$ cat config.mk
export PLATFORM = sky130hd
export DESIGN_NAME = dpi_sample_queue_flat
export DESIGN_NICKNAME = d
export VERILOG_FILES = /design/src/rtl/dpi_sample_queue_if.sv /design/src/rtl/dpi_sample_queue.sv /design/src/flat_wrapper.sv
export SDC_FILE = /design/constraint.sdc
export NUM_CORES = 1
export LEC_CHECK = 0
export CAP_MARGIN = 40
export CORE_MARGIN = 2
export CORE_UTILIZATION = 45
export CTS_CLUSTER_SIZE = 20
export DETAILED_ROUTE_END_ITERATION = 10
export HOLD_SLACK_MARGIN = 0.1
export PLACE_DENSITY = 0.61
export SKIP_LAST_GASP = 1
export SYNTH_ARGS = -nofsm -noshare
export SYNTH_HDL_FRONTEND = slang
export SYNTH_SLANG_ARGS = --single-unit
export TNS_END_PERCENT = 50
$ cat constraint.sdc
create_clock -name clk -period 9.3 [get_ports clk]
set_clock_uncertainty 0.1 [all_clocks]
set_input_delay 2.79 -clock clk [delete_from_list [all_inputs] [get_ports clk]]
set_output_delay 2.79 -clock clk [all_outputs]
set_load 0.03 [all_outputs]
$ cat src/rtl/dpi_sample_queue_if.sv
// Producer/consumer handshake bundle for dpi_sample_queue.
// The slave side is the queue; the master side is the producer plus the drain logic.
interface dpi_sample_queue_if #(
  parameter int DATA_W = 32,
  parameter int TS_W   = 16,
  parameter int DEPTH  = 8
);
  localparam int AW = $clog2(DEPTH);

  logic              in_valid;
  logic [DATA_W-1:0] in_data;
  logic              in_ready;
  logic              out_valid;
  logic [DATA_W-1:0] out_data;
  logic [TS_W-1:0]   out_ts;
  logic              out_ready;
  logic [AW:0]       level;
  logic [15:0]       drop_cnt;

  modport master (
    output in_valid, in_data, out_ready,
    input  in_ready, out_valid, out_data, out_ts, level, drop_cnt
  );

  modport slave (
    input  in_valid, in_data, out_ready,
    output in_ready, out_valid, out_data, out_ts, level, drop_cnt
  );
endinterface

$ cat src/rtl/dpi_sample_queue.sv
// Timestamped first-word-fall-through sample FIFO feeding the DPI call sites.
// Samples offered while full are dropped and counted in a saturating counter.
module dpi_sample_queue #(
  parameter int DATA_W = 32,
  parameter int DEPTH  = 8,
  parameter int TS_W   = 16
) (
  input logic            clk,
  input logic            rst,
  dpi_sample_queue_if.slave bus
);
  localparam int AW = $clog2(DEPTH);
  localparam logic [AW:0]   FULL_LEVEL = (AW+1)'(DEPTH);
  localparam logic [AW:0]   LVL_ONE    = (AW+1)'(1);
  localparam logic [AW-1:0] PTR_ONE    = AW'(1);
  localparam logic [15:0]   DROP_MAX   = 16'hFFFF;

  typedef struct packed {
    logic [TS_W-1:0]   ts;
    logic [DATA_W-1:0] data;
  } entry_t;

  entry_t          mem [DEPTH];
  logic [AW-1:0]   wr_ptr, rd_ptr;
  logic [AW:0]     level_q;
  logic [15:0]     drop_q;
  logic [TS_W-1:0] ts;

  logic full, empty, push, pop, drop;

  // Readiness looks only at current occupancy, so a same-cycle pop never frees a slot.
  assign full  = (level_q == FULL_LEVEL);
  assign empty = (level_q == '0);
  assign push  = bus.in_valid && !full;
  assign drop  = bus.in_valid && full;
  assign pop   = bus.out_ready && !empty;

  assign bus.in_ready  = !full;
  assign bus.out_valid = !empty;
  assign bus.out_data  = mem[rd_ptr].data;
  assign bus.out_ts    = mem[rd_ptr].ts;
  assign bus.level     = level_q;
  assign bus.drop_cnt  = drop_q;

  // NOTE: sequential state uses non-blocking assignments so every register sees pre-edge values.
  always_ff @(posedge clk or posedge rst) begin
    if (rst) begin
      ts      <= '0;
      wr_ptr  <= '0;
      rd_ptr  <= '0;
      level_q <= '0;
      drop_q  <= '0;
    end else begin
      ts <= ts + TS_W'(1);
      if (push) wr_ptr <= wr_ptr + PTR_ONE;
      if (pop)  rd_ptr <= rd_ptr + PTR_ONE;
      case ({push, pop})
        2'b10:   level_q <= level_q + LVL_ONE;
        2'b01:   level_q <= level_q - LVL_ONE;
        default: level_q <= level_q;
      endcase
      if (drop && drop_q != DROP_MAX) drop_q <= drop_q + 16'd1;
    end
  end

  // NOTE: storage has no reset; emptiness is tracked by level, so stale contents are never observed.
  always_ff @(posedge clk) begin
    if (push) mem[wr_ptr] <= '{ts: ts, data: bus.in_data};
  end
endmodule

$ cat src/flat_wrapper.sv
// flat-port wrapper written by rule: the top's interface ports become plain ports
module dpi_sample_queue_flat 
#(
  parameter int DATA_W = 32,
  parameter int DEPTH  = 8,
  parameter int TS_W   = 16
)
  (clk, rst, bus_in_valid, bus_in_data, bus_out_ready, bus_in_ready, bus_out_valid, bus_out_data, bus_out_ts, bus_level, bus_drop_cnt);
  dpi_sample_queue_if #(.DATA_W(DATA_W), .TS_W(TS_W), .DEPTH(DEPTH)) bus_i ();
  input logic clk;
  input logic rst;
  input wire logic [$bits(bus_i.in_valid)-1:0] bus_in_valid;
  input wire logic [$bits(bus_i.in_data)-1:0] bus_in_data;
  input wire logic [$bits(bus_i.out_ready)-1:0] bus_out_ready;
  output wire logic [$bits(bus_i.in_ready)-1:0] bus_in_ready;
  output wire logic [$bits(bus_i.out_valid)-1:0] bus_out_valid;
  output wire logic [$bits(bus_i.out_data)-1:0] bus_out_data;
  output wire logic [$bits(bus_i.out_ts)-1:0] bus_out_ts;
  output wire logic [$bits(bus_i.level)-1:0] bus_level;
  output wire logic [$bits(bus_i.drop_cnt)-1:0] bus_drop_cnt;
  assign bus_i.in_valid = bus_in_valid;
  assign bus_i.in_data = bus_in_data;
  assign bus_i.out_ready = bus_out_ready;
  assign bus_in_ready = bus_i.in_ready;
  assign bus_out_valid = bus_i.out_valid;
  assign bus_out_data = bus_i.out_data;
  assign bus_out_ts = bus_i.out_ts;
  assign bus_level = bus_i.level;
  assign bus_drop_cnt = bus_i.drop_cnt;
  dpi_sample_queue #(.DATA_W(DATA_W), .DEPTH(DEPTH), .TS_W(TS_W)) u_core (.clk(clk), .rst(rst), .bus(bus_i));
endmodule
==> summary.md <==
| Metric | Value |
|---|---|
| Detail Route Antenna Nets | `0` |
| Yosys top cell by area | `edfxtp_1` |
| Avg Inst Size Synth | `22.1 um^2` |
| RSZ-0062 raised after global routing | `no` |
| Area delta synth->final | `19.2%` |
| CP Cell Sequence | `buf_16, buf_4, mux4_2, mux2_2, clkdlybuf4s50_1` |
| DRC Markers | `0` |
| Maximum clock rate | `160 MHz` |
| Worst EP arrival | `3.36 ns` |
| Gr busiest metal | `met2` |
| Tmin final | `6.25 ns` |
| Post-Syn Instances | `748` |
| Hold Fails Final Rpt | `0` |
| IO Port Bufs | `105` |
| Die width | `196 um` |
| Worst-Margin Slew | `0.762 ns` |
| Element type at the critical path end | `output pin` |
| Core Region | `36300 um^2` |
| Post-layout net count | `931` |
| Slew HR | `48.9%` |
| Pin count of the biggest net entering global routing | `83` |
| Pwr per Cell Area | `324 nW/um^2` |
| Hold buffer count at cts | `0` |
| First-pass DRT Iterations | `5` |
| CTS resizes | `0` |
| CTS clk-pin slew, worst paths | `0.06 ns` |
| Tcrit/Tclk final | `67.2%` |
| Post-synthesis sequential area ratio | `76.1%` |
| Met1 Use GR | `23.9%` |
| Vias in the first global route | `8002` |
| EDFF count, synth | `384` |
| Count leader, synth | `edfxtp_1` |
| Starting density of the core | `45.5%` |
| Top-Level Pins | `106` |
| Crit-path max FO | `43` |
| Req. time, crit path | `6.41 ns` |
| Clk_lat worst skew | `0.54 ns` |
| Most used flip-flop cell after synthesis | `edfxtp_1` |
| Yosys warnings | `0` |
| Post-synth cell types | `45` |
| Die area | `38300 um^2` |
| Congestion Overflow GR | `0` |
| Met3 GRT Util | `3.04%` |
| Delay-heaviest family, CP | `buffers and inverters` |
| H-tree levels | `2` |
| CP max stage cell | `dfrtp_4` |
| Final Power | `6390 uW` |
| DRT iter0 DRCs | `457` |
| Synth async-reset ratio | `9.86%` |
| Layout cells sized above 1 | `27.3%` |
| Initial antenna violation count | `0` |
| Cell area after synthesis | `16500 um^2` |
| Setup violators final | `0` |
| Worst hold path class | `flop to flop` |
| Routed via count | `7540` |
| Post-synth top cells | `edfxtp_1, mux4_2, mux2_2` |
| First-pass GRT wire length | `48900 um` |
| Vias/cell | `5.43` |
| Met2 usage | `28.5%` |
| Detailed-route wire length per cell | `23.1 um` |
| Buffer and inverter count on the worst path | `3` |
| Gr usage total | `17.2%` |
| Top cell type's share of synthesized area | `69.8%` |
| Synthesis-stage register bit count | `426` |
| Max-slew violations | `0` |
| Total CTS buffers | `44` |
| Clk sinks | `426` |
| Gp weighted congestion | `0.702` |
| Crit path launch type | `flop` |
| DP HPWL | `17200 um` |
| Setup TNS | `0 ns` |
| Post-Syn Nets | `792` |
| Main area contributors after synthesis | `edfxtp_1, mux4_2, dfrtp_1` |
| Outcome | `finished clean` |
| CTS root buffer | `clkbuf_16` |
| Peak supply drop | `0.234 mV` |
| Setup bufs post-CTS | `0` |
| Max Cap Viol | `0` |
| Clk buf depth | `3` |
| Die span in y | `196 um` |
| Drt total wl | `32000 um` |
| Critical path type | `flop to output pin` |
| TritonCTS clock tree | `built` |
| Max incr delay on CP | `0.74 ns` |
| Row cnt | `70` |
| Pleak | `0.00647 uW` |
-- cell usage in the layout (no fill, tap or decap), drive strengths merged, types with 13 or more instances in the layout --
cell type,count
clkdlybuf4s50,105
mux2,52
edfxtp,384
dfrtp,42
mux4,96
clkinv,17
xor2,15
nand2,15
clkbuf,52
nand3,13
xnor2,17
buf,19
-- cell type report --
class	instances	area (um^2)
tap	468	586
sequential	426	12600
multi-input combinational	282	3760
clock inverter	27	241
fill	2752	16600
timing repair buffer	124	1300
antenna	1	2.50
clock buffer	52	1180
inverter	9	33.8
-- flip-flops by register name, indices dropped and copies added (netlist names) --
register	cells
u_core.mem	384
u_core.bus.level	4
u_core.rd_ptr	3
u_core.bus.drop_cnt	16
u_core.ts	16
u_core.wr_ptr	3
-- power breakdown --
part           switching, uW  internal (uW)
logic                   1120           1010
registers                157           2380
clock network            705           1020
-- final timing paths --
path	to	start	slack [ns]	depth (start not counted)
min in group asynchronous	u_core.ts[0]	rst	2.40	2
max in group asynchronous	u_core.rd_ptr[0]	rst	6.18	3
setup reg to reg	u_core.mem[2][23]	u_core.bus.level[0]	6.33	5
setup / recovery	bus_out_ts[3]	u_core.rd_ptr[1]	3.05	5
hold / removal	u_core.bus.drop_cnt[0]	u_core.bus.drop_cnt[0]	0.43	1
hold reg to reg	u_core.bus.drop_cnt[0]	u_core.bus.drop_cnt[0]	0.43	1
-- cells by family (layout without fill, tap and decap cells) --
family | count (synthesis) | count (layout) | synth area share, %
compound gates | 13 | 13 | 0.545
xor+xnor | 32 | 32 | 1.70
fa+ha+maj | 8 | 8 | 0.651
buf+inv | 40 | 212 | 1.38
flops | 426 | 426 | 76.1
mux | 151 | 151 | 16.8
other cells | 0 | 1 | 0
simple gates | 78 | 78 | 2.77
-- metrics by stage --
step | hold WS (ns) | util, % | instances | setup slack, ns | instance area (um^2)
CTS | 0.431 | 54.2 | 1388 | 2.97 | 19700
floorplan | 0.418 | - | 748 | 1.17 | 16500
global placement | 0.419 | 49.9 | 1302 | 3.39 | 18100
detailed placement | 0.414 | 50.3 | 1309 | 3.50 | 18300
global route | 0.448 | 54.2 | 1388 | 2.87 | 19700
finish | 0.430 | 54.2 | 1389 | 3.05 | 19700
-- layer usage --
layer	wire (um)	part of all wire [%]
met2	15900	50
met1	14200	44
met4	551	1.7
met3	1380	4.3
met5	0	0
Note: power is estimated with default switching activity, not from simulation.
